## src/rtl/st_dispatch_2.sv

```systemverilog
// 1-to-2 stream dispatcher: round-robin packet steering onto two registered
// output lanes, with per-lane packet counters and a protocol-error counter.
module st_dispatch_2 #(
  parameter int DWIDTH      = 8,
  parameter int USE_PACKETS = 1,
  parameter int CWIDTH      = 32
) (
  input  logic              clk,
  input  logic              reset_n,
  input  logic [DWIDTH-1:0] in_data,
  input  logic              in_valid,
  output logic              in_ready,
  input  logic              in_sop,
  input  logic              in_eop,
  output logic [DWIDTH-1:0] out_data_0,
  output logic [DWIDTH-1:0] out_data_1,
  output logic              out_valid_0,
  output logic              out_valid_1,
  input  logic              out_ready_0,
  input  logic              out_ready_1,
  output logic              out_sop_0,
  output logic              out_sop_1,
  output logic              out_eop_0,
  output logic              out_eop_1,
  output logic [CWIDTH-1:0] pkt_cnt_0,
  output logic [CWIDTH-1:0] pkt_cnt_1,
  output logic [CWIDTH-1:0] err_cnt
);

  localparam logic [0:0] ST_IDLE   = 1'b0;
  localparam logic [0:0] ST_LOCKED = 1'b1;

  logic [0:0]                   st_q, st_d;
  logic                         rr_q, rr_d;
  logic                         lock_q, lock_d;
  logic [1:0]                   vld_q, vld_d;
  logic [1:0]                   sop_q, sop_d;
  logic [1:0]                   eop_q, eop_d;
  logic [1:0][DWIDTH-1:0]       dat_q, dat_d;
  logic [1:0][CWIDTH-1:0]       pkt_q, pkt_d;
  logic [CWIDTH-1:0]            err_q, err_d;

  logic [1:0] out_rdy;
  logic [1:0] can_acc;
  logic [1:0] ld;
  logic       beat_sop, beat_eop;
  logic       target;
  logic       rdy;
  logic       acc;
  logic       viol;

  assign out_rdy = {out_ready_1, out_ready_0};
  assign can_acc = ~vld_q | out_rdy;

  always_comb begin
    beat_sop = (USE_PACKETS != 0) ? in_sop : 1'b1;
    beat_eop = (USE_PACKETS != 0) ? in_eop : 1'b1;

    // IDLE prefers rr and falls back to the other lane; LOCKED is pinned.
    if (st_q == ST_IDLE) begin
      target = can_acc[rr_q] ? rr_q : ~rr_q;
      rdy    = |can_acc;
    end else begin
      target = lock_q;
      rdy    = can_acc[lock_q];
    end

    acc  = in_valid & rdy;
    ld   = {acc & target, acc & ~target};
    viol = acc & (((st_q == ST_IDLE) & ~beat_sop) | ((st_q == ST_LOCKED) & beat_sop));

    st_d   = st_q;
    rr_d   = rr_q;
    lock_d = lock_q;
    vld_d  = vld_q;
    sop_d  = sop_q;
    eop_d  = eop_q;
    dat_d  = dat_q;
    pkt_d  = pkt_q;
    err_d  = err_q;

    for (int unsigned k = 0; k < 2; k++) begin
      if (ld[k]) begin
        vld_d[k] = 1'b1;
        dat_d[k] = in_data;
        // Delimiters follow the FSM, which repairs malformed sop.
        sop_d[k] = (st_q == ST_IDLE);
        eop_d[k] = beat_eop;
        if (beat_eop) pkt_d[k] = pkt_q[k] + CWIDTH'(1);
      end else if (out_rdy[k]) begin
        vld_d[k] = 1'b0;
      end
    end

    if (viol && (err_q != '1)) err_d = err_q + CWIDTH'(1);

    if (acc) begin
      if (st_q == ST_IDLE) begin
        rr_d = ~target;
        if (!beat_eop) begin
          lock_d = target;
          st_d   = ST_LOCKED;
        end
      end else if (beat_eop) begin
        st_d = ST_IDLE;
      end
    end
  end

  always_ff @(posedge clk or negedge reset_n) begin
    if (!reset_n) begin
      st_q   <= ST_IDLE;
      rr_q   <= 1'b0;
      lock_q <= 1'b0;
      vld_q  <= '0;
      sop_q  <= '0;
      eop_q  <= '0;
      dat_q  <= '0;
      pkt_q  <= '0;
      err_q  <= '0;
    end else begin
      st_q   <= st_d;
      rr_q   <= rr_d;
      lock_q <= lock_d;
      vld_q  <= vld_d;
      sop_q  <= sop_d;
      eop_q  <= eop_d;
      dat_q  <= dat_d;
      pkt_q  <= pkt_d;
      err_q  <= err_d;
    end
  end

  assign in_ready    = rdy;
  assign out_valid_0 = vld_q[0];
  assign out_valid_1 = vld_q[1];
  assign out_data_0  = dat_q[0];
  assign out_data_1  = dat_q[1];
  assign out_sop_0   = sop_q[0];
  assign out_sop_1   = sop_q[1];
  assign out_eop_0   = eop_q[0];
  assign out_eop_1   = eop_q[1];
  assign pkt_cnt_0   = pkt_q[0];
  assign pkt_cnt_1   = pkt_q[1];
  assign err_cnt     = err_q;

endmodule

```

## config.mk

```make
export PLATFORM = sky130hd
export DESIGN_NAME = st_dispatch_2
export DESIGN_NICKNAME = d
export VERILOG_FILES = /design/src/rtl/st_dispatch_2.sv
export SDC_FILE = /design/constraint.sdc
export NUM_CORES = 1
export LEC_CHECK = 0
export BUFFER_PORTS_ARGS = -buffer_cell sky130_fd_sc_hd__buf_2
export CORE_ASPECT_RATIO = 1.1
export CORE_MARGIN = 10
export CORE_UTILIZATION = 53
export DETAILED_ROUTE_END_ITERATION = 8
export PLACE_DENSITY = 0.78
export SLEW_MARGIN = 0
export SYNTH_ARGS = -nofsm -noshare
export SYNTH_HDL_FRONTEND = slang
export SYNTH_SLANG_ARGS = --single-unit
```

## constraint.sdc

```tcl
create_clock -name clk -period 2.55 [get_ports clk]
set_input_delay 0.6375 -clock clk [delete_from_list [all_inputs] [get_ports clk]]
set_output_delay 0.6375 -clock clk [all_outputs]
set_load 0.005 [all_outputs]
```

==> metrics, run 1 <==
final worst path period share=a little over nine tenths; Vias=between 4k and 5k; Area growth syn-to-layout=28.0%; outcome=complete, no violations; DRT antenna net count=0; final core utilization=a little over two thirds; Worst Reg2Reg Path Length in Cells=8; DRT Pass-1 Iters=4; # DRC=0; Core Area=between 9000 and 10000 µm²; Synth Cell Area=around 5400 µm²; GPL Wtd Cong=approximately 0.85; vias per inst=~5.5; reg2reg setup slack=around 0.31 ns; Worst VDD drop=around 0.57 mV; synth top area cells=dfrtp_1, xnor2_1, xor2_1; largest area contributor in the netlist=dfrtp_1; initial core utilization=roughly 54%; Hold Fails Final Rpt=0; initial antenna violation count=0; CTS Root Cell=clkbuf_8; syn nets=510; Post-synth top cells=dfrtp_1, nand2_1, xnor2_1; Setup TNS Final=0 ns; Seq/Total Area, Yosys=between 50% and 60%; Port Buffers=approximately 130; DIE WIDTH=between 100 and 150 µm; total gr overflow=0; leak pwr=approximately 3.6 nW; Setup-failing EPs final=0; Yosys top cell area share=between 50% and 60%; first-pass GRT wire length=approximately 23000 µm; Die Height=between 100 and 150 µm; Die Area=between 10000 and 15000 µm²; Hold Path Class=in2async; DP HPWL=roughly 9900 µm; Slew @ Worst Pin=around 0.56 ns; clk sink count=~120; Num CTS Buffers=17; unrepaired setup endpoints after global routing=false; Fillers=approximately 730; share of layout cells above drive strength 1=31.4%; routed length per placed instance=around 17 µm; max-cap violations=0; GRT Total Usage=between 15 and 20%; Mapped Cells=492; Yosys reg bits=about 120; cell row count=38; FFs w/ async S/R, synth=100%; clock slew at reported path FFs=0.05 ns; cts hold-fix bufs=0; EDFF count, synth=0; initial detailed-routing violation count=260; largest net degree at the start of global routing=44; post-cts sizing count=0; Synth Warn #=0; hold slack=approximately 0.11 ns; NumNets Final=between 600 and 700; diodes inserted=0; Skew-Pair Late Insertion Delay=~0.52 ns; Routed WL=around 14000 µm; H-tree depth=4; Tmin final=approximately 2.4 ns; max_slew headroom=62.4%; post-CTS setup buffer count=0; vias in the first global route=between 4k and 5k; fmax=418 MHz; top-count cell post-synth=dfrtp_1; WP data required=approximately 1.9 ns; Post-synth top flop=dfrtp_1; startpoint types=flip-flop; CP endpoint kind=primary output; PD cells=approximately 870 nW/µm²; CP arrival=between 1.5 and 2 ns; Slew Limit Fails=0; Max Clock Skew=about 0.011 ns; deepest clock path buffer count=2; Ports=approximately 130; mean post-synth cell area=roughly 11 µm²; synth unique cells=45; crit-path max FO=4; CTS tree=built; WS Path Type=reg2out
power by group:
part	switching (W)	leakage (nW)	internal, W
registers	0.000272	1.58	0.00224
logic	0.000636	1.75	0.000612
clock network	0.000814	0.275	0.00143
total	0.00172	3.60	0.00428
kinds of logic after synthesis:
logic type,synth area share (%)
DFF,55.9
buffers and inverters,1.55
adders and majority gates,0.694
AOI/OAI and AO/OA,2.77
xor gates and xnor gates,14.9
muxes,2.68
and+or+nand+nor,21.5
per-layer routing:
layer | share of wire [%] | vias up | GRT usage (%)
met5 | 0 | - | 0
met4 | 1.1 | 0 | 5.67
met3 | 7.7 | 9 | 6.70
met2 | 51 | 130 | 32.3
met1 | 41 | 2138 | 22.6
li1 | - | 2021 | -
final timing paths:
path | from | endpoint
max | vld_q[1] | in_ready
min | reset_n | pkt_cnt_1[27]
max reg2reg | vld_q[0] | pkt_cnt_0[27]
min reg2reg | pkt_cnt_0[31] | pkt_cnt_0[31]
max in group asynchronous | reset_n | err_cnt[12]
min in group clk | in_data[7] | out_data_0[7]
through the flow:
step	area, µm²	setup WS [ns]	total power (W)	cells
after floorplan	5410	0.140	0.00315	492
after detailed placement	6370	-0.0357	0.00381	756
after global routing	6930	0.0664	0.00634	788
final	6930	0.157	0.00600	788
after global placement	6370	0.00481	0.00376	756
after CTS	6920	0.131	0.00606	788
flip-flops by register name (all words and copies together), names as in the netlist:
signal and count:
eop_q 2, err_cnt 32, lock_q 1, out_data_0 8
out_data_1 8, pkt_cnt_0 32, pkt_cnt_1 32, rr_q 1
sop_q 2, st_q 1, vld_q 2
cells in the final DEF, fill, tap and decap left out, drive strengths merged, types with 2 or more instances in the layout:
| master | synthesis | layout |
|---|---|---|
| o21ai | 6 | 6 |
| xor2 | 35 | 35 |
| ha | 3 | 3 |
| and4 | 6 | 6 |
| o21a | 2 | 2 |
| nor3 | 16 | 16 |
| mux2 | 12 | 12 |
| or2 | 2 | 2 |
| nand4 | 26 | 26 |
| nor2b | 2 | 2 |
| and2b | 2 | 2 |
| nand2b | 2 | 2 |
| and3 | 17 | 17 |
| a21boi | 2 | 2 |
| nor4 | 5 | 5 |
| xnor2 | 57 | 57 |
| nand3 | 40 | 40 |
| a21o | 2 | 2 |
| clkbuf | 5 | 23 |
| clkinv | 0 | 6 |
| nand2 | 64 | 64 |
| inv | 12 | 12 |
| dfrtp | 121 | 121 |
| a31oi | 2 | 2 |
| nor2 | 32 | 32 |
| bufinv | 0 | 2 |
| and2 | 4 | 4 |
| buf | 4 | 153 |
layout make-up:
| cell class | instances | area, µm² | share of cell area [%] |
|---|---|---|---|
| clock inverter | 9 | 97.6 | 1.41 |
| sequential | 121 | 3030 | 43.7 |
| tap | 120 | 150 | 2.17 |
| inverter | 12 | 45.0 | 0.650 |
| timing repair buffer | 153 | 843 | 12.2 |
| clock buffer | 23 | 457 | 6.59 |
| multi-input combinational | 350 | 2310 | 33.3 |
critical path, stage by stage (launching register included):
cell,delay (ns)
dfrtp_1,0.40
and2b_1,0.21
buf_4,0.15
nand2_1,0.05
o21ai_0,0.07
a22oi_1,0.21
buf_2,0.16
(Power assumes the default switching activity.)
==> run 2, diff against run 1 <==
CTS_CLUSTER_SIZE = 12   (was unset)
PLACE_DENSITY = 0.81   (was 0.78)
==> run 2 against run 1 <==
  * First-iteration DRC count increased by 12%
  * Cell count decreased by 0.38%
  * Critical path depth decreased by 2
  * Utilization increased by 0.29 points
  * Combinational power about the same
  * Clock-buffer cell count decreased by 1
  * Global-route usage about the same
  * Critical path type unchanged
==> metrics, run 2 (same netlist as run 1, synthesis figures left out) <==
outcome=complete, no violations (unchanged); Worst path max stage delay=0.38 ns (was 0.40 ns); sequence of cells on the critical path=or2b_2, o21ai_0, a22oi_1, buf_2 (was and2b_1, buf_4, nand2_1, o21ai_0, a22oi_1, buf_2); initial core utilization=54.5% (unchanged); # DRC=0 (unchanged); Placed Cells=754 (was 756); Hold Path Class=in2async (unchanged); placed instance area=6360 µm² (was 6370 µm²); GRT Total Usage=19.3% (about the same); GPL Wtd Cong=0.875 (was 0.846); total gr overflow=0 (unchanged); routed length per placed instance=17.3 µm (was 17.2 µm); GRT Max-Usage Layer=met2 (unchanged); Worst VDD drop=0.581 mV (was 0.573 mV); global-route track usage on met2=30.5% (was 32.3%); Skew-Pair Late Insertion Delay=0.52 ns (about the same); Area growth syn-to-layout=28.6% (was 28.0%); startpoint types=flip-flop (unchanged); met3 Resource Use GR=7.55% (was 6.70%); PD cells=883 nW/µm² (was 866 nW/µm²); CTS Root Cell=clkbuf_8 (unchanged); first-pass GRT wire length=22500 µm (was 23000 µm); post-cts sizing count=0 (unchanged); H-tree depth=4 (unchanged); unrepaired setup endpoints after global routing=false (unchanged); final core utilization=70.0% (was 69.7%); final worst path period share=90.3% (was 93.8%); initial antenna violation count=1 (was 0); clk sink count=121 (unchanged); commonest non-fill, non-tap cell in the layout=buf_2 (unchanged); clock slew at reported path FFs=0.06 ns (was 0.05 ns); most frequent cells in the layout=buf_2, dfrtp_1, nand2_1 (unchanged); WP data required=1.91 ns (about the same); largest net degree at the start of global routing=49 (was 44); Hold Fails Final Rpt=0 (unchanged); GR met1 Demand/Resource=23.3% (was 22.6%); fin cells=785 (was 788); Slew Limit Fails=0 (unchanged); crit-path max FO=5 (was 4); WS Path Type=reg2out (unchanged); Die Area=14700 µm² (unchanged); leak pwr=3.60 nW (about the same); fmax=434 MHz (was 418 MHz); vias per inst=5.44 (was 5.45); max_slew headroom=66.6% (was 62.4%); max-cap violations=0 (unchanged); Power Total=0.00615 W (was 0.00600 W); DRT antenna net count=0 (unchanged); post-layout instance area=6960 µm² (was 6930 µm²); critical path's slowest cell=dfrtp_1 (unchanged); Ports=134 (unchanged); deepest clock path buffer count=2 (unchanged); share of layout cells above drive strength 1=31.3% (was 31.4%); CP endpoint kind=primary output (unchanged); post-CTS setup buffer count=0 (unchanged); Num CTS Buffers=17 (unchanged); Vias=4271 (was 4298); cell row count=38 (unchanged); hold slack=0.0522 ns (was 0.112 ns); CP arrival=1.67 ns (was 1.76 ns); Core Area=9940 µm² (unchanged); Port Buffers=133 (unchanged); CTS tree=built (unchanged); Setup-failing EPs final=0 (unchanged); DRT Pass-1 Iters=5 (was 4); initial detailed-routing violation count=291 (was 260); vias in the first global route=4432 (was 4575); Tmin final=2.30 ns (was 2.39 ns); Die Height=126 µm (unchanged); Max Clock Skew=0.00765 ns (was 0.0108 ns); cts hold-fix bufs=0 (unchanged); Routed WL=13600 µm (about the same); DP HPWL=9860 µm (was 9930 µm); Slew @ Worst Pin=0.501 ns (was 0.564 ns); DIE WIDTH=116 µm (unchanged); NumNets Final=671 (was 673)
run 2: changes by cell type in the layout (fill, tap and decap cells not counted), sizes merged:
cell / change
buf: -2
bufinv: +1
clkbuf: -1
clkinv: -3
clkinvlp: +1
diode: +1
run 2: critical path, delay by kind of cell, from the launching register on:
family                 cells  cell delay (ns)
AO/OA/AOI/OAI              2             0.27
buffers and inverters      1             0.15
flip-flops                 1             0.38
AND/OR/NAND/NOR            1             0.36
run 2: final timing paths:
path | startpoint | end | slack, ns | cells past startpoint
setup / recovery | vld_q[0] | in_ready | 0.25 | 4
hold / removal | reset_n | err_cnt[29] | 0.05 | 1
setup reg to reg | vld_q[0] | err_cnt[23] | 0.27 | 6
hold reg to reg | pkt_cnt_0[31] | pkt_cnt_0[31] | 0.47 | 1
max in group asynchronous | reset_n | pkt_cnt_0[17] | 1.91 | 2
min in group clk | in_data[7] | out_data_0[7] | 0.32 | 3
run 2: report_power, final:
group | internal, W | switching [W]
sequential | 0.00224 | 0.000282
clock | 0.00155 | 0.000818
combinational | 0.000616 | 0.000642
run 2: final cells by class:
cell class | instances | area [µm²]
antenna | 1 | 2.50
clock buffer | 22 | 463
clock inverter | 8 | 120
fill | 765 | 2980
inverter | 12 | 45.0
multi-input combinational | 350 | 2310
sequential | 121 | 3030
tap | 120 | 150
timing repair buffer | 151 | 841
run 2: metrics by stage:
| stage | TNS, ns | setup slack, ns |
|---|---|---|
| floorplan | 0 | 0.140 |
| global route | 0 | 0.0827 |
| detailed placement | -0.0828 | -0.0316 |
| finish | 0 | 0.247 |
| CTS | 0 | 0.180 |
| global placement | 0 | 0.0731 |
run 2: metal layers:
metal  wire [µm]  vias to the layer above
met5           0                        -
met1        5660                     2093
met4         233                        0
met2        6620                      145
li1            -                     2011
met3        1050                       22
